===== src/rtl/id_hazard_stage_pkg.sv =====
// Shared encodings for the ID hazard/branch stage: branch modes, ctrl bundle
// bit positions, bubble mask and stall FSM states.
package id_hazard_stage_pkg;

  localparam int DATA_WIDTH  = 16;
  localparam int REG_WIDTH   = 4;
  localparam int ALUOP_WIDTH = 4;
  localparam int BR_MODE_W   = 2;

  typedef enum logic [1:0] {
    BR_B   = 2'b00,
    BR_EQZ = 2'b01,
    BR_NEZ = 2'b10,
    BR_LTZ = 2'b11
  } br_mode_e;

  // ctrl bundle is {aluop, regwrite, memtoreg, memread, memwrite}
  localparam int CTRL_MEMWRITE = 0;
  localparam int CTRL_MEMREAD  = 1;
  localparam int CTRL_REGWRITE = 3;

  // Flags cleared when a bubble is loaded; a bubble must never write state.
  localparam logic [3:0] CTRL_BUBBLE_KILL = (4'b1 << CTRL_REGWRITE) |
                                            (4'b1 << CTRL_MEMREAD)  |
                                            (4'b1 << CTRL_MEMWRITE);

  typedef enum logic {
    ST_IDLE = 1'b0,
    ST_HOLD = 1'b1
  } stall_st_e;

  typedef logic [1:0] need_t;

  function automatic need_t max_need(input need_t a, input need_t b);
    return (a > b) ? a : b;
  endfunction

endpackage


===== src/rtl/id_hazard_stage_if.sv =====
// ID-stage bundle, EX feedback and IF control signals of id_hazard_stage.
// slave = the stage itself, master = whoever drives ID/EX inputs.
interface id_hazard_stage_if #(
  parameter int DATA_WIDTH  = 16,
  parameter int REG_WIDTH   = 4,
  parameter int ALUOP_WIDTH = 4,
  parameter int BR_MODE_W   = 2
);
  logic                   id_valid_i;
  logic [ALUOP_WIDTH+3:0] ctrl_i;
  logic [DATA_WIDTH-1:0]  src1_i;
  logic [DATA_WIDTH-1:0]  src2_i;
  logic [DATA_WIDTH-1:0]  memdata_i;
  logic [REG_WIDTH-1:0]   rs1_i;
  logic [REG_WIDTH-1:0]   rs2_i;
  logic                   rs2_used_i;
  logic [REG_WIDTH-1:0]   rd_i;
  logic                   isbranch_i;
  logic                   isjr_i;
  logic [BR_MODE_W-1:0]   br_mode_i;
  logic [DATA_WIDTH-1:0]  rdata1_i;
  logic [DATA_WIDTH-1:0]  br_target_i;
  logic                   ex_memread_i;
  logic                   ex_regwrite_i;
  logic [REG_WIDTH-1:0]   ex_rd_i;
  logic                   ex_ready_i;

  logic                   idex_valid_o;
  logic [ALUOP_WIDTH+3:0] idex_ctrl_o;
  logic [DATA_WIDTH-1:0]  idex_src1_o;
  logic [DATA_WIDTH-1:0]  idex_src2_o;
  logic [DATA_WIDTH-1:0]  idex_memdata_o;
  logic [REG_WIDTH-1:0]   idex_rd_o;
  logic                   stall_o;
  logic                   redirect_o;
  logic [DATA_WIDTH-1:0]  target_o;
  logic                   flush_o;

  modport slave (
    input  id_valid_i, ctrl_i, src1_i, src2_i, memdata_i, rs1_i, rs2_i, rs2_used_i,
           rd_i, isbranch_i, isjr_i, br_mode_i, rdata1_i, br_target_i,
           ex_memread_i, ex_regwrite_i, ex_rd_i, ex_ready_i,
    output idex_valid_o, idex_ctrl_o, idex_src1_o, idex_src2_o, idex_memdata_o,
           idex_rd_o, stall_o, redirect_o, target_o, flush_o
  );

  modport master (
    output id_valid_i, ctrl_i, src1_i, src2_i, memdata_i, rs1_i, rs2_i, rs2_used_i,
           rd_i, isbranch_i, isjr_i, br_mode_i, rdata1_i, br_target_i,
           ex_memread_i, ex_regwrite_i, ex_rd_i, ex_ready_i,
    input  idex_valid_o, idex_ctrl_o, idex_src1_o, idex_src2_o, idex_memdata_o,
           idex_rd_o, stall_o, redirect_o, target_o, flush_o
  );
endinterface


===== src/rtl/id_hazard_stage_branch_cond.sv =====
// Combinational branch/jump resolution: taken decision and redirect target.
// JR always wins the target select (rs1 value is the jump address).
module id_hazard_stage_branch_cond
  import id_hazard_stage_pkg::*;
#(
  parameter int DATA_WIDTH = 16,
  parameter int BR_MODE_W  = 2
) (
  input  logic                  isbranch,
  input  logic                  isjr,
  input  logic [BR_MODE_W-1:0]  br_mode,
  input  logic [DATA_WIDTH-1:0] rdata1,
  input  logic [DATA_WIDTH-1:0] br_target,
  output logic                  taken,
  output logic [DATA_WIDTH-1:0] target
);

  logic cond;

  always_comb begin
    cond = 1'b0;
    case (br_mode)
      BR_B:    cond = 1'b1;
      BR_EQZ:  cond = (rdata1 == '0);
      BR_NEZ:  cond = (rdata1 != '0);
      BR_LTZ:  cond = rdata1[DATA_WIDTH-1];
      default: cond = 1'b0;
    endcase
  end

  assign taken  = isjr | (isbranch & cond);
  assign target = isjr ? rdata1 : br_target;

endmodule


===== src/rtl/id_hazard_stage.sv =====
// Decode-stage hazard unit: load-use / branch-operand stall counter, branch
// resolution in ID, and the ID/EX pipeline register with EX backpressure.
module id_hazard_stage
  import id_hazard_stage_pkg::*;
#(
  parameter int DATA_WIDTH  = id_hazard_stage_pkg::DATA_WIDTH,
  parameter int REG_WIDTH   = id_hazard_stage_pkg::REG_WIDTH,
  parameter int ALUOP_WIDTH = id_hazard_stage_pkg::ALUOP_WIDTH,
  parameter int BR_MODE_W   = id_hazard_stage_pkg::BR_MODE_W
) (
  input  logic             clk,
  input  logic             rst,
  id_hazard_stage_if.slave bus
);

  typedef struct packed {
    logic [ALUOP_WIDTH+3:0] ctrl;
    logic [DATA_WIDTH-1:0]  src1;
    logic [DATA_WIDTH-1:0]  src2;
    logic [DATA_WIDTH-1:0]  memdata;
    logic [REG_WIDTH-1:0]   rd;
  } idex_t;

  stall_st_e             state, state_nxt;
  need_t                 cnt, cnt_nxt;
  need_t                 need_lu, need_bd, need;
  logic                  bp, hz_stall, stall;
  logic                  taken;
  logic [DATA_WIDTH-1:0] target;
  logic                  idex_valid;
  idex_t                 idex, id_bundle, idex_bubble;

  // Hazard demand in cycles; a load feeding a branch operand needs two.
  always_comb begin
    need_lu = '0;
    need_bd = '0;
    if (bus.id_valid_i) begin
      if (bus.ex_memread_i & bus.ex_regwrite_i &
          ((bus.ex_rd_i == bus.rs1_i) | (bus.rs2_used_i & (bus.ex_rd_i == bus.rs2_i))))
        need_lu = 2'd1;
      if (((bus.isbranch_i & (bus.br_mode_i != BR_B)) | bus.isjr_i) &
          bus.ex_regwrite_i & (bus.ex_rd_i == bus.rs1_i))
        need_bd = bus.ex_memread_i ? 2'd2 : 2'd1;
    end
    need = max_need(need_lu, need_bd);
  end

  assign bp = idex_valid & ~bus.ex_ready_i;

  always_ff @(posedge clk or negedge rst) begin
    if (!rst) begin
      state <= ST_IDLE;
      cnt   <= '0;
    end else begin
      state <= state_nxt;
      cnt   <= cnt_nxt;
    end
  end

  // Backpressure freezes the counter; the hazard still holds stall high.
  always_comb begin
    state_nxt = state;
    cnt_nxt   = cnt;
    hz_stall  = 1'b0;
    case (state)
      ST_IDLE: begin
        if (need != '0) begin
          hz_stall = 1'b1;
          if (!bp) begin
            cnt_nxt   = need - 2'd1;
            state_nxt = (need > 2'd1) ? ST_HOLD : ST_IDLE;
          end
        end
      end
      ST_HOLD: begin
        hz_stall = 1'b1;
        if (!bp) begin
          cnt_nxt = cnt - 2'd1;
          if (cnt == 2'd1) state_nxt = ST_IDLE;
        end
      end
      default: begin
        state_nxt = ST_IDLE;
        cnt_nxt   = '0;
      end
    endcase
  end

  assign stall = hz_stall | bp;

  id_hazard_stage_branch_cond #(
    .DATA_WIDTH (DATA_WIDTH),
    .BR_MODE_W  (BR_MODE_W)
  ) u_branch_cond (
    .isbranch  (bus.isbranch_i),
    .isjr      (bus.isjr_i),
    .br_mode   (bus.br_mode_i),
    .rdata1    (bus.rdata1_i),
    .br_target (bus.br_target_i),
    .taken     (taken),
    .target    (target)
  );

  always_comb begin
    id_bundle.ctrl    = bus.ctrl_i;
    id_bundle.src1    = bus.src1_i;
    id_bundle.src2    = bus.src2_i;
    id_bundle.memdata = bus.memdata_i;
    id_bundle.rd      = bus.rd_i;
    idex_bubble           = id_bundle;
    idex_bubble.ctrl[3:0] = bus.ctrl_i[3:0] & ~CTRL_BUBBLE_KILL;
  end

  always_ff @(posedge clk or negedge rst) begin
    if (!rst) begin
      idex_valid <= 1'b0;
      idex       <= '0;
    end else if (!bp) begin
      if (hz_stall) begin
        idex_valid <= 1'b0;
        idex       <= idex_bubble;
      end else begin
        idex_valid <= bus.id_valid_i;
        idex       <= id_bundle;
      end
    end
  end

  assign bus.idex_valid_o   = idex_valid;
  assign bus.idex_ctrl_o    = idex.ctrl;
  assign bus.idex_src1_o    = idex.src1;
  assign bus.idex_src2_o    = idex.src2;
  assign bus.idex_memdata_o = idex.memdata;
  assign bus.idex_rd_o      = idex.rd;
  assign bus.stall_o        = stall;
  assign bus.redirect_o     = bus.id_valid_i & ~stall & taken;
  assign bus.flush_o        = bus.id_valid_i & ~stall & taken;
  assign bus.target_o       = target;

endmodule


===== src/flat_wrapper.sv =====
// flat-port wrapper written by rule: the top's interface ports become plain ports
module id_hazard_stage_flat import id_hazard_stage_pkg::*;
#(
  parameter int DATA_WIDTH  = id_hazard_stage_pkg::DATA_WIDTH,
  parameter int REG_WIDTH   = id_hazard_stage_pkg::REG_WIDTH,
  parameter int ALUOP_WIDTH = id_hazard_stage_pkg::ALUOP_WIDTH,
  parameter int BR_MODE_W   = id_hazard_stage_pkg::BR_MODE_W
)
  (clk, rst, bus_id_valid_i, bus_ctrl_i, bus_src1_i, bus_src2_i, bus_memdata_i, bus_rs1_i, bus_rs2_i, bus_rs2_used_i, bus_rd_i, bus_isbranch_i, bus_isjr_i, bus_br_mode_i, bus_rdata1_i, bus_br_target_i, bus_ex_memread_i, bus_ex_regwrite_i, bus_ex_rd_i, bus_ex_ready_i, bus_idex_valid_o, bus_idex_ctrl_o, bus_idex_src1_o, bus_idex_src2_o, bus_idex_memdata_o, bus_idex_rd_o, bus_stall_o, bus_redirect_o, bus_target_o, bus_flush_o);
  id_hazard_stage_if #(.DATA_WIDTH(DATA_WIDTH), .REG_WIDTH(REG_WIDTH), .ALUOP_WIDTH(ALUOP_WIDTH), .BR_MODE_W(BR_MODE_W)) bus_i ();
  input  logic clk;
  input  logic rst;
  input wire logic [$bits(bus_i.id_valid_i)-1:0] bus_id_valid_i;
  input wire logic [$bits(bus_i.ctrl_i)-1:0] bus_ctrl_i;
  input wire logic [$bits(bus_i.src1_i)-1:0] bus_src1_i;
  input wire logic [$bits(bus_i.src2_i)-1:0] bus_src2_i;
  input wire logic [$bits(bus_i.memdata_i)-1:0] bus_memdata_i;
  input wire logic [$bits(bus_i.rs1_i)-1:0] bus_rs1_i;
  input wire logic [$bits(bus_i.rs2_i)-1:0] bus_rs2_i;
  input wire logic [$bits(bus_i.rs2_used_i)-1:0] bus_rs2_used_i;
  input wire logic [$bits(bus_i.rd_i)-1:0] bus_rd_i;
  input wire logic [$bits(bus_i.isbranch_i)-1:0] bus_isbranch_i;
  input wire logic [$bits(bus_i.isjr_i)-1:0] bus_isjr_i;
  input wire logic [$bits(bus_i.br_mode_i)-1:0] bus_br_mode_i;
  input wire logic [$bits(bus_i.rdata1_i)-1:0] bus_rdata1_i;
  input wire logic [$bits(bus_i.br_target_i)-1:0] bus_br_target_i;
  input wire logic [$bits(bus_i.ex_memread_i)-1:0] bus_ex_memread_i;
  input wire logic [$bits(bus_i.ex_regwrite_i)-1:0] bus_ex_regwrite_i;
  input wire logic [$bits(bus_i.ex_rd_i)-1:0] bus_ex_rd_i;
  input wire logic [$bits(bus_i.ex_ready_i)-1:0] bus_ex_ready_i;
  output wire logic [$bits(bus_i.idex_valid_o)-1:0] bus_idex_valid_o;
  output wire logic [$bits(bus_i.idex_ctrl_o)-1:0] bus_idex_ctrl_o;
  output wire logic [$bits(bus_i.idex_src1_o)-1:0] bus_idex_src1_o;
  output wire logic [$bits(bus_i.idex_src2_o)-1:0] bus_idex_src2_o;
  output wire logic [$bits(bus_i.idex_memdata_o)-1:0] bus_idex_memdata_o;
  output wire logic [$bits(bus_i.idex_rd_o)-1:0] bus_idex_rd_o;
  output wire logic [$bits(bus_i.stall_o)-1:0] bus_stall_o;
  output wire logic [$bits(bus_i.redirect_o)-1:0] bus_redirect_o;
  output wire logic [$bits(bus_i.target_o)-1:0] bus_target_o;
  output wire logic [$bits(bus_i.flush_o)-1:0] bus_flush_o;
  assign bus_i.id_valid_i = bus_id_valid_i;
  assign bus_i.ctrl_i = bus_ctrl_i;
  assign bus_i.src1_i = bus_src1_i;
  assign bus_i.src2_i = bus_src2_i;
  assign bus_i.memdata_i = bus_memdata_i;
  assign bus_i.rs1_i = bus_rs1_i;
  assign bus_i.rs2_i = bus_rs2_i;
  assign bus_i.rs2_used_i = bus_rs2_used_i;
  assign bus_i.rd_i = bus_rd_i;
  assign bus_i.isbranch_i = bus_isbranch_i;
  assign bus_i.isjr_i = bus_isjr_i;
  assign bus_i.br_mode_i = bus_br_mode_i;
  assign bus_i.rdata1_i = bus_rdata1_i;
  assign bus_i.br_target_i = bus_br_target_i;
  assign bus_i.ex_memread_i = bus_ex_memread_i;
  assign bus_i.ex_regwrite_i = bus_ex_regwrite_i;
  assign bus_i.ex_rd_i = bus_ex_rd_i;
  assign bus_i.ex_ready_i = bus_ex_ready_i;
  assign bus_idex_valid_o = bus_i.idex_valid_o;
  assign bus_idex_ctrl_o = bus_i.idex_ctrl_o;
  assign bus_idex_src1_o = bus_i.idex_src1_o;
  assign bus_idex_src2_o = bus_i.idex_src2_o;
  assign bus_idex_memdata_o = bus_i.idex_memdata_o;
  assign bus_idex_rd_o = bus_i.idex_rd_o;
  assign bus_stall_o = bus_i.stall_o;
  assign bus_redirect_o = bus_i.redirect_o;
  assign bus_target_o = bus_i.target_o;
  assign bus_flush_o = bus_i.flush_o;
  id_hazard_stage #(.DATA_WIDTH(DATA_WIDTH), .REG_WIDTH(REG_WIDTH), .ALUOP_WIDTH(ALUOP_WIDTH), .BR_MODE_W(BR_MODE_W)) u_core (.clk(clk), .rst(rst), .bus(bus_i));
endmodule

===== config.mk =====
export PLATFORM = sky130hd
export DESIGN_NAME = id_hazard_stage_flat
export DESIGN_NICKNAME = d
export VERILOG_FILES = /design/src/rtl/id_hazard_stage_pkg.sv /design/src/rtl/id_hazard_stage_if.sv /design/src/rtl/id_hazard_stage_branch_cond.sv /design/src/rtl/id_hazard_stage.sv /design/src/flat_wrapper.sv
export SDC_FILE = /design/constraint.sdc
export NUM_CORES = 1
export LEC_CHECK = 0
export BUFFER_PORTS_ARGS = -buffer_cell sky130_fd_sc_hd__buf_2
export CAP_MARGIN = 20
export CORE_MARGIN = 3
export CORE_UTILIZATION = 40
export DETAILED_ROUTE_END_ITERATION = 8
export GPL_ROUTABILITY_DRIVEN = 0
export PLACE_DENSITY = 0.79
export SETUP_SLACK_MARGIN = 0.05
export SYNTH_ARGS = -nofsm -noshare
export SYNTH_HDL_FRONTEND = slang
export SYNTH_SLANG_ARGS = --single-unit

===== constraint.sdc =====
create_clock -name clk -period 3.7 [get_ports clk]
set_clock_uncertainty 0.1 [all_clocks]
set_input_delay 0.185 -clock clk [delete_from_list [all_inputs] [get_ports clk]]
set_output_delay 0.185 -clock clk [all_outputs]
set_load 0.02 [all_outputs]

==> flow_metrics.py, run 1 <==
metrics = {
    "outcome": {
        "status": "finished, final reports clean",
    },
    "timing": {
        "tns_ns": 0,
        "setup_viol": 0,
        "fin_crit_ns": 3.38,
        "hold_viol": 0,
        "tightest_slew_ns": 0.654,
        "slew_headroom_pct": 56.4,
        "rsz0062_at_grt": "false",
        "slew_violations": 0,
        "fmax_mhz": 296,
        "fin_crit_sh_pct": 91.3,
    },
    "route": {
        "ant_nets": 0,
        "dr.pass1.iters": 4,
        "vias": 3157,
        "via_per_inst": 4.64,
        "avgRoutedWirePerCell_um": 13.7,
        "routed_wirelength_um": 9340,
        "drc": 0,
        "first_iter_violations": 61,
    },
    "critical_path": {
        "critPathLaunch": "bus_ex_rd_i[1]",
        "crit_type": "primary input to output pin",
        "r2r_setup_slack_ns": 1.96,
        "worst-endpoint-arrival_ns": 3.09,
        "endpoint_kind": "output pin",
        "worst-path-max-fanout": 5,
        "rr_startpoint": "u_core.bus.idex_valid_o",
        "critPathMaxStageDelay_ns": 0.33,
        "crit_chain": "buf_2, xnor2_1, nand4_1, or2_1, nor3_1, ha_1, nor2_1, or4_4, and2_2, ha_1, or2b_2, nor2_1, nand2_1, nor3_1, buf_2",
        "critPathLaunchType": "primary input",
        "reg2reg_depth": 4,
        "r2r_end": "u_core.bus.idex_src1_o[10]",
        "worst_path_max_delay_cell": "or2b_2",
        "crit_end": "bus_redirect_o",
        "crit_required_ns": 3.41,
    },
    "logic_synthesis": {
        "yosysUniqueCellTypes": 32,
        "ys_ff_latch": 64,
        "synth_fp_nets": 444,
        "syn_avg_cell_area_um2": 8.90,
        "yosys_warnings": 0,
        "syn_area_um2": 2900,
        "synth_cells": 326,
        "yosysSeqAreaShare_pct": 55.2,
    },
    "cts": {
        "htreeDepth": 3,
        "clockBufferDepth": 2,
        "cts_root_buf": "clkbuf_8",
        "clkLatencyLatePin_ns": 0.32,
        "clk_pin_slew_worst_paths_ns": 0.06,
        "clkSinkCount": 64,
        "cts_made_buffers": 9,
        "cts_tree": "done",
    },
    "cells_and_area": {
        "syn_to_final_growth_pct": 65.5,
        "drive_above_1_share_pct": 40.1,
        "diodes": 0,
        "fin_nets": 697,
        "layout.cells.non_filler": 680,
    },
    "floorplan": {
        "die_x_um": 91.2,
        "num_rows": 30,
        "start_util_pct": 42.0,
        "core_area_um2": 6910,
        "ioPinCount": 195,
        "die_height_um": 91.2,
        "die_area_um2": 8310,
    },
    "flow_run": {
        "cap_violations": 0,
    },
    "power": {
        "p_leak_nw": 2.66,
        "vdd_drop_max_mv": 0.166,
        "p_per_area_nw_per_um2": 424,
    },
    "worst_hold_path": {
        "hp-class": "primary input to flip-flop",
    },
    "global_route": {
        "grt_antenna_before_repair": 0,
        "overflow": 0,
        "grt_max_degree": 63,
        "grt_pass1_vias": 3323,
        "track_usage_pct": 23.1,
        "grt_pass1_wl_um": 15300,
    },
    "placed_design": {
        "placed_cells": 602,
        "dp.final_hpwl_um": 6420,
        "port-buffer-count": 194,
    },
}
==> stage by stage <==
stage	util, %	total power, mW	hold WS [ns]	area (um2)	worst slack (ns)
after floorplan	-	1.11	-0.211	2900	0.344
after global placement	56.9	1.30	0.144	3930	0.438
after detailed placement	56.9	1.32	0.165	3930	0.321
after CTS	69.1	2.05	0.0158	4780	0.305
after global routing	69.5	2.15	0.0542	4800	0.0978
final	69.5	2.04	0.0340	4800	0.323
==> worst min path at each step <==
| stage | start | end | slack [ns] | cells after the start |
|---|---|---|---|---|
| finish | bus_id_valid_i | u_core.bus.idex_valid_o | 0.03 | 3 |
| CTS | bus_id_valid_i | u_core.bus.idex_valid_o | 0.02 | 3 |
| detailed placement | rst | u_core.bus.idex_memdata_o[2] | 0.16 | 1 |
| global placement | rst | u_core.bus.idex_memdata_o[2] | 0.14 | 1 |
| floorplan | rst | u_core.bus.idex_ctrl_o[0] | -0.21 | 0 |
| global route | bus_id_valid_i | u_core.bus.idex_valid_o | 0.05 | 3 |
==> power by group <==
part | total (mW) | internal, mW | switching [mW]
Combinational | 0.531 | 0.222 | 0.310
Clock | 0.679 | 0.436 | 0.243
Sequential | 0.828 | 0.783 | 0.0448
==> routing by layer <==
metal / share of wire, % / GRT usage (%) / wire length [um] / vias to the layer above
li1: - / - / - / 1537
met1: 35 / 22.1 / 3230 / 1441
met2: 54 / 44.1 / 5090 / 150
met3: 7.1 / 5.88 / 665 / 29
met4: 3.8 / 13.1 / 355 / 0
met5: 0 / 0 / 0 / -
==> critical path: cells and delay by family <==
| family | cells | cell delay (ns) |
|---|---|---|
| xor gates and xnor gates | 1 | 0.16 |
| and+or+nand+nor | 10 | 1.96 |
| buffers and inverters | 2 | 0.34 |
| adders and majority gates | 2 | 0.44 |
==> cell usage in the layout (no fill, tap or decap), types with 2 or more instances in the layout <==
master and n:
a21oi_1 2, a22o_1 3, buf_2 194, buf_4 3, bufinv_16 2, clkbuf_1 2
clkbuf_8 12, dfrtp_1 64, dlygate4sd3_1 61, ha_1 3, inv_1 2, mux2_2 16
nand2_1 180, nand4_1 3, nor2_1 5, nor3_1 4, nor4_1 4, xnor2_1 5
xor2_1 3
==> cell families after synthesis <==
family / synth area share [%]
AND/OR/NAND/NOR: 27.9
buffers and inverters: 3.45
adder cells (fa/ha/maj): 1.29
AO/OA/AOI/OAI: 3.15
XOR/XNOR: 2.41
flip-flops: 55.2
multiplexers: 6.55
==> cell usage after synthesis <==
cell type / number / area [um2]
nand2b_1: 1 / 6.26
clkbuf_8: 1 / 13.8
o41ai_1: 1 / 8.76
mux2_2: 16 / 180
inv_1: 2 / 7.51
a31oi_1: 1 / 6.26
nor2b_1: 1 / 6.26
clkbuf_1: 13 / 48.8
a311oi_1: 1 / 8.76
nor2_1: 5 / 18.8
nand4_1: 3 / 18.8
or2_1: 1 / 6.26
nor3_1: 4 / 20.0
and3_1: 1 / 6.26
buf_6: 2 / 22.5
a31o_1: 1 / 8.76
mux2i_1: 1 / 10.0
or2b_2: 1 / 8.76
o21a_1: 1 / 7.51
xor2_1: 3 / 26.3
a22o_1: 3 / 26.3
dfrtp_1: 64 / 1600
nor4_1: 4 / 25.0
o21ai_0: 1 / 5.00
xnor2_1: 5 / 43.8
a21oi_1: 2 / 10.0
and2_2: 1 / 7.51
nand2_1: 180 / 676
a32o_1: 1 / 10.0
or4_4: 1 / 11.3
buf_4: 1 / 7.51
ha_1: 3 / 37.5
==> final cells by class <==
type	count	area [um2]
Tap cell	96	120
Inverter	2	7.51
Multi-Input combinational cell	243	1220
Timing Repair Buffer	259	1620
Clock buffer	14	173
Clock inverter	2	60.1
Sequential cell	64	1600
Fill cell	558	2100
==> state kept, by name, summed over array words and instances (netlist names) <==
name                       cells
u_core.bus.idex_memdata_o     16
u_core.bus.idex_valid_o        1
u_core.bus.idex_rd_o           4
u_core.state                   1
u_core.cnt                     2
u_core.bus.idex_src1_o        16
u_core.bus.idex_ctrl_o         8
u_core.bus.idex_src2_o        16
==> timing repair <==
action	in CTS	in global routing
hold buffers	61	0
setup buffers	0	0
gates resized for setup	0	1
hold endpoints to repair	89	0
endpoints found under the setup margin	0	2
Power figures use the tool's default switching activity.
==> inputs of run 2 (changes only) <==
--- a/config.mk
+++ b/config.mk
@@ -11,8 +11,9 @@
 export CORE_UTILIZATION = 40
 export DETAILED_ROUTE_END_ITERATION = 8
 export GPL_ROUTABILITY_DRIVEN = 0
-export PLACE_DENSITY = 0.79
+export PLACE_DENSITY = 0.78
 export SETUP_SLACK_MARGIN = 0.05
 export SYNTH_ARGS = -nofsm -noshare
 export SYNTH_HDL_FRONTEND = slang
+export SYNTH_HIERARCHICAL = 1
 export SYNTH_SLANG_ARGS = --single-unit
==> run 2 against run 1 <==
Compared with the run above: utilization shrank 2.9 points; first-iteration DRC count increased by 120%; largest cell class unchanged; register-to-register slack improved by 0.03 ns; critical endpoint is now bus_flush_o.
==> flow_metrics.py, run 2 <==
metrics = {
    "outcome": {
        "status": "finished, final reports clean",
    },
    "global_route": {
        "top_usage_layer": "met2",
        "grt_pass1_vias": 3377,
        "grt_pass1_wl_um": 16000,
        "grt_max_degree": 63,
        "met3_usage_pct": 5.23,
        "track_usage_pct": 23.5,
        "overflow": 0,
        "use_met2_pct": 42.8,
        "grt_antenna_before_repair": 0,
        "grt.met1_usage_pct": 25.4,
    },
    "timing": {
        "fin_crit_sh_pct": 79.3,
        "tightest_slew_ns": 0.924,
        "slew_violations": 0,
        "slew_headroom_pct": 38.4,
        "fin_crit_ns": 2.94,
        "rsz0062_at_grt": "false",
        "hold_viol": 0,
        "setup_viol": 0,
        "fmax_mhz": 341,
        "tns_ns": 0,
    },
    "floorplan": {
        "die_x_um": 93.0,
        "ioPinCount": 195,
        "num_rows": 31,
        "die_height_um": 93.0,
        "start_util_pct": 41.5,
        "core_area_um2": 7290,
        "die_area_um2": 8650,
    },
    "logic_synthesis": {
        "synth_most_common_cell": "nand2_1",
        "syn_avg_cell_area_um2": 9.06,
        "synth_fp_nets": 452,
        "syn_area_um2": 3030,
        "synth_top_area_share_pct": 52.9,
        "yosys_warnings": 6,
        "synth_enable_flop_cells": 0,
        "yosysUniqueCellTypes": 36,
        "ys_ff_latch": 64,
        "yosysSeqAreaShare_pct": 52.9,
        "synthTopCellsByCount": "nand2_1 (177), dfrtp_1 (64), mux2_2 (16), clkbuf_1 (12), xor2_1 (7)",
        "synth_cells": 334,
        "synth_area_leader_cell": "dfrtp_1",
        "synthTopCellsByArea": "dfrtp_1 (53%), nand2_1 (22%), mux2_2 (6.0%)",
        "synthFlopType": "dfrtp_1",
        "async_flop_share_pct": 100,
    },
    "power": {
        "internal-power_mw": 1.32,
        "switchingPower_mw": 0.705,
        "combPwrFrac_pct": 32.4,
        "p_per_area_nw_per_um2": 416,
        "p_sw_share_pct": 34.9,
        "p_leak_nw": 2.66,
        "power_frac_seq_pct": 43.0,
        "clockPowerShare_pct": 24.6,
        "vdd_drop_max_mv": 0.195,
    },
    "critical_path": {
        "critPathLaunchType": "primary input",
        "critPathMaxStageDelay_ns": 0.35,
        "rr_startpoint": "u_core/bus.idex_valid_o",
        "crit_chain": "buf_2, xor2_1, nor4_4, o21ai_2, nor2_1, ha_1, nor2_1, nor3_1, a31oi_1, ha_1, nand2b_1, nor2_1, buf_4, and3_1, buf_2",
        "crit_type": "primary input to output pin",
        "reg2reg_depth": 6,
        "worst-endpoint-arrival_ns": 2.65,
        "worst_path_max_delay_cell": "nor4_4",
        "crit_required_ns": 3.41,
        "r2r_setup_slack_ns": 1.99,
        "endpoint_kind": "output pin",
        "worst-path-max-fanout": 6,
        "critPathMostFrequentCell": "nor2_1",
        "cpLargestDelayFamily": "simple AND/OR/NAND/NOR gates",
        "r2r_end": "u_core/cnt[0]",
        "path_buf_inv": 3,
    },
    "cts": {
        "clkSinkCount": 64,
        "clk_pin_slew_worst_paths_ns": 0.06,
        "clockBufferDepth": 2,
        "cts_root_buf": "clkbuf_8",
        "cts_setup_buffers": 0,
        "htreeDepth": 3,
        "cts_tree": "done",
        "clkLatencyLatePin_ns": 0.32,
        "holdBufCountCts": 61,
        "cts_made_buffers": 9,
        "cts_resized": 0,
    },
    "route": {
        "ant_nets": 0,
        "vias": 3319,
        "routed_wirelength_um": 10300,
        "avgRoutedWirePerCell_um": 14.9,
        "via_per_inst": 4.82,
        "drc": 0,
        "first_iter_violations": 136,
        "dr.pass1.iters": 4,
    },
    "worst_hold_path": {
        "hold_depth": 3,
        "hp-start": "bus_id_valid_i",
        "min_to": "u_core/bus.idex_valid_o",
        "hp-class": "primary input to flip-flop",
    },
    "placed_design": {
        "port-buffer-count": 194,
        "dp.final_hpwl_um": 6850,
        "placed_cells": 614,
    },
    "cells_and_area": {
        "mostFrequentLayoutCells": "buf_2 (194), nand2_1 (177), dfrtp_1 (64), dlygate4sd3_1 (61), mux2_2 (16)",
        "drive_above_1_share_pct": 40.7,
        "syn_to_final_growth_pct": 60.5,
        "final_common_cell": "buf_2",
        "diodes": 0,
        "fin_nets": 705,
        "layout.cells.non_filler": 689,
    },
    "flow_run": {
        "cap_violations": 0,
    },
}
run 2: changes by cell type in the layout (fill, tap and decap cells not counted), moves of 3 or more:
| cell | previous run | this run |
|---|---|---|
| nor4_4 | 0 | 4 |
| xnor2_1 | 5 | 1 |
| xor2_1 | 3 | 7 |
| inv_1 | 2 | 5 |
| nand2_1 | 180 | 177 |
| nor4_1 | 4 | 1 |
| o21ai_0 | 1 | 4 |
run 2: worst max path at each step:
stage / start / end / slack, ns / cells past startpoint
2_1_floorplan: bus_rs1_i[3] / bus_redirect_o / 0.92 / 13
3_5_place_dp: bus_rs1_i[3] / bus_flush_o / 0.76 / 15
5_1_grt: bus_rs1_i[3] / bus_flush_o / 0.56 / 15
4_1_cts: bus_rs1_i[3] / bus_flush_o / 0.74 / 15
6_report: bus_rs1_i[3] / bus_flush_o / 0.76 / 15
3_3_place_gp: bus_rs1_i[3] / bus_flush_o / 0.87 / 15
run 2: routing by layer:
| layer | part of all wire [%] | up-vias |
|---|---|---|
| met4 | 3.1 | 0 |
| met5 | 0 | - |
| met2 | 51 | 206 |
| met3 | 9.5 | 28 |
| li1 | - | 1572 |
| met1 | 36 | 1513 |
run 2: stage by stage:
stage               power (mW)  setup WS (ns)  utilization [%]  area (um2)  hold slack (ns)
detailed placement        1.47          0.758             56.0        4090            0.277
finish                    2.02          0.764             66.6        4860           0.0289
CTS                       2.02          0.738             66.6        4860          0.00841
floorplan                 1.22          0.920                -        3030           -0.211
global placement          1.45          0.866             56.0        4090            0.273
global route              2.14          0.565             66.6        4860           0.0454
run 2: tightest hold or removal path, delay by kind of cell:
| family | cells | cell delay (ns) |
|---|---|---|
| buffers and inverters | 1 | 0.11 |
| AND/OR/NAND/NOR | 2 | 0.11 |
run 2: power groups by stage:
stage / registers (mW) / clock network, mW / logic (mW)
final: 0.870 / 0.497 / 0.654
after detailed placement: 0.880 / 0 / 0.595
after floorplan: 0.993 / 0 / 0.223
after global routing: 0.883 / 0.547 / 0.710
after CTS: 0.867 / 0.511 / 0.646
after global placement: 0.872 / 0 / 0.582
run 2: kinds of logic after synthesis:
family | after synthesis | share of synthesized area [%]
multiplexers | 16 | 5.95
AND/OR/NAND/NOR | 201 | 29.1
buffers and inverters | 22 | 3.10
adder cells (fa/ha/maj) | 3 | 1.24
AO/OA/AOI/OAI | 20 | 5.33
XOR/XNOR | 8 | 2.32
flip-flops | 64 | 52.9
run 2: final cells by class:
cell class	instances	area [um2]
well taps	99	124
clock buffers	11	141
inverters	5	18.8
flip-flops and latches	64	1600
fillers	549	2430
clock inverters	3	20.0
multi-input cells	248	1340
repair buffers	259	1610
==> inputs of run 3 (changes only) <==
--- a/config.mk
+++ b/config.mk
@@ -8,7 +8,7 @@
 export BUFFER_PORTS_ARGS = -buffer_cell sky130_fd_sc_hd__buf_2
 export CAP_MARGIN = 20
 export CORE_MARGIN = 3
-export CORE_UTILIZATION = 40
+export CORE_UTILIZATION = 38
 export DETAILED_ROUTE_END_ITERATION = 8
 export GPL_ROUTABILITY_DRIVEN = 0
 export PLACE_DENSITY = 0.78
==> constraint.sdc (replaced) <==
create_clock -name clk -period 2.66 [get_ports clk]
set_clock_uncertainty 0.1 [all_clocks]
set_input_delay 0.133 -clock clk [delete_from_list [all_inputs] [get_ports clk]]
set_output_delay 0.133 -clock clk [all_outputs]
set_load 0.02 [all_outputs]
==> run 3 against run 2 <==
Compared with the run above: first-iteration DRC count down 12%; sequential share of layout area down 1.1 points; sequential power up 38%; non-clock buffer count up 6; register-to-register slack worse by 1.0 ns; die area up 4.9%; combinational power up 40%; cell count up 0.87%; power up 45%; cell area up 3.4%.
==> flow_metrics.py, run 3 (synthesized netlist as in run 2, its figures left out) <==
metrics = {
    "outcome": {
        "status": "finished, final reports clean",
    },
    "floorplan": {
        "num_rows": 31,
        "die_area_um2": 9070,
        "die_height_um": 95.2,
        "start_util_pct": 40.4,
        "core_area_um2": 7490,
        "ioPinCount": 195,
        "die_x_um": 95.2,
    },
    "power": {
        "p_per_area_nw_per_um2": 583,
        "total_power_mw": 2.93,
        "vdd_drop_max_mv": 0.317,
        "p_leak_nw": 2.72,
    },
    "cts": {
        "cts_tree": "done",
        "clockBufferDepth": 2,
        "htreeDepth": 3,
        "clk_pin_slew_worst_paths_ns": 0.07,
        "clkLatencyLatePin_ns": 0.33,
        "clkSinkCount": 64,
        "cts_made_buffers": 9,
        "cts_root_buf": "clkbuf_8",
    },
    "critical_path": {
        "worst_path_max_delay_cell": "nor4_4",
        "critPathMaxStageDelay_ns": 0.35,
        "crit_required_ns": 2.43,
        "worst-path-max-fanout": 5,
        "reg2reg_depth": 5,
        "crit_chain": "buf_8, xor2_2, nor4_4, o21ai_2, nor2_1, ha_1, nor2_4, nor3_2, a31oi_1, ha_2, nand2b_1, nor2_2, buf_4, inv_1, buf_2",
        "path_buf_inv": 4,
        "worst-endpoint-arrival_ns": 2.40,
        "critPathLaunchType": "primary input",
        "path_depth": 15,
        "cpLargestDelayFamily": "simple AND/OR/NAND/NOR gates",
        "crit_type": "primary input to output pin",
        "endpoint_kind": "output pin",
    },
    "global_route": {
        "grt.met1_usage_pct": 21.4,
        "grt_antenna_before_repair": 0,
        "grt_pass1_vias": 3204,
        "track_usage_pct": 20.6,
        "use_met2_pct": 39.1,
        "top_usage_layer": "met2",
        "met3_usage_pct": 3.71,
        "grt_pass1_wl_um": 14400,
        "grt_max_degree": 43,
        "overflow": 0,
    },
    "timing": {
        "fmax_mhz": 379,
        "fin_crit_ns": 2.64,
        "slew_violations": 0,
        "slew_headroom_pct": 61.1,
        "tightest_slew_ns": 0.583,
        "rsz0062_at_grt": "true",
        "hold_viol": 0,
        "setup_viol": 0,
        "fin_crit_sh_pct": 99.1,
        "setup_ws_ns": 0.0237,
    },
    "cells_and_area": {
        "diodes": 0,
        "utilization_pct": 67.1,
        "layout.cells.non_filler": 695,
        "fin_area_um2": 5020,
        "fin_nets": 711,
        "multi_input_area_um2": 1380,
        "final_common_cell": "buf_2",
        "mostFrequentLayoutCells": "buf_2 (189), nand2_1 (177), dfrtp_1 (64), dlygate4sd3_1 (62), mux2_2 (16)",
        "syn_to_final_growth_pct": 66.0,
        "drive_above_1_share_pct": 42.4,
        "area.sequential_um2": 1600,
        "n_fill_cell": 571,
    },
    "worst_hold_path": {
        "hp-class": "primary input to flip-flop",
        "hold_depth": 4,
    },
    "route": {
        "vias": 3256,
        "routed_wirelength_um": 9600,
        "avgRoutedWirePerCell_um": 13.8,
        "via_per_inst": 4.68,
        "ant_nets": 0,
        "drc": 0,
        "first_iter_violations": 120,
        "dr.pass1.iters": 4,
    },
    "placed_design": {
        "port-buffer-count": 194,
        "placed_cells": 616,
        "dp_slack_ns": -0.0712,
        "place_area_um2": 4120,
        "dp.final_hpwl_um": 6480,
    },
    "flow_run": {
        "cap_violations": 0,
    },
}
[run 3: tightest hold or removal path: stages]
cell and delay, ns:
buf_2 0.11, nor2b_4 0.11, nand2_1 0.09, nand2_1 0.04
[run 3: area by class of cell]
class	instances	area share (%)
clock inverter	3	0.847
multi-input combinational	248	27.4
timing repair buffer	265	34.0
tap	99	2.47
inverter	5	0.374
clock buffer	11	3.01
sequential	64	31.9
[run 3: per-layer routing]
metal	routed length, um	vias to the layer above
li1	-	1584
met1	3410	1487
met2	5130	162
met3	804	23
met4	254	0
met5	0	-
[run 3: path summary, 6_finish.rpt]
check / end / start / slack, ns
setup / recovery: bus_stall_o / bus_rs1_i[3] / 0.02
hold / removal: u_core/bus.idex_memdata_o[1] / bus_ex_ready_i / 0.11
setup reg to reg: u_core/cnt[0] / u_core/bus.idex_valid_o / 0.99
hold reg to reg: u_core/bus.idex_src1_o[15] / u_core/bus.idex_src1_o[15] / 0.36
max in group asynchronous: u_core/cnt[1] / rst / 1.33
min in group asynchronous: u_core/bus.idex_ctrl_o[7] / rst / 0.22
[run 3: through the flow]
step           TNS [ns]  hold slack (ns)
2_1_floorplan         0           -0.263
3_3_place_gp          0           0.0189
3_5_place_dp    -0.0830           0.0341
4_1_cts               0           0.0884
5_1_grt          -0.304            0.125
6_report              0            0.110
[run 3: repair_timing]
item / 4_1_cts / 5_1_grt
endpoints found under the hold margin: 83 / 0
setup buffers: 1 / 2
setup endpoints to repair: 3 / 3
hold buffers: 62 / 0
pin swaps: 3 / 3
gates resized for setup: 3 / 14
[run 3: power by group]
part | internal [mW] | switching [mW]
clock | 0.472 | 0.342
combinational | 0.375 | 0.539
sequential | 1.12 | 0.0815
total | 1.97 | 0.963
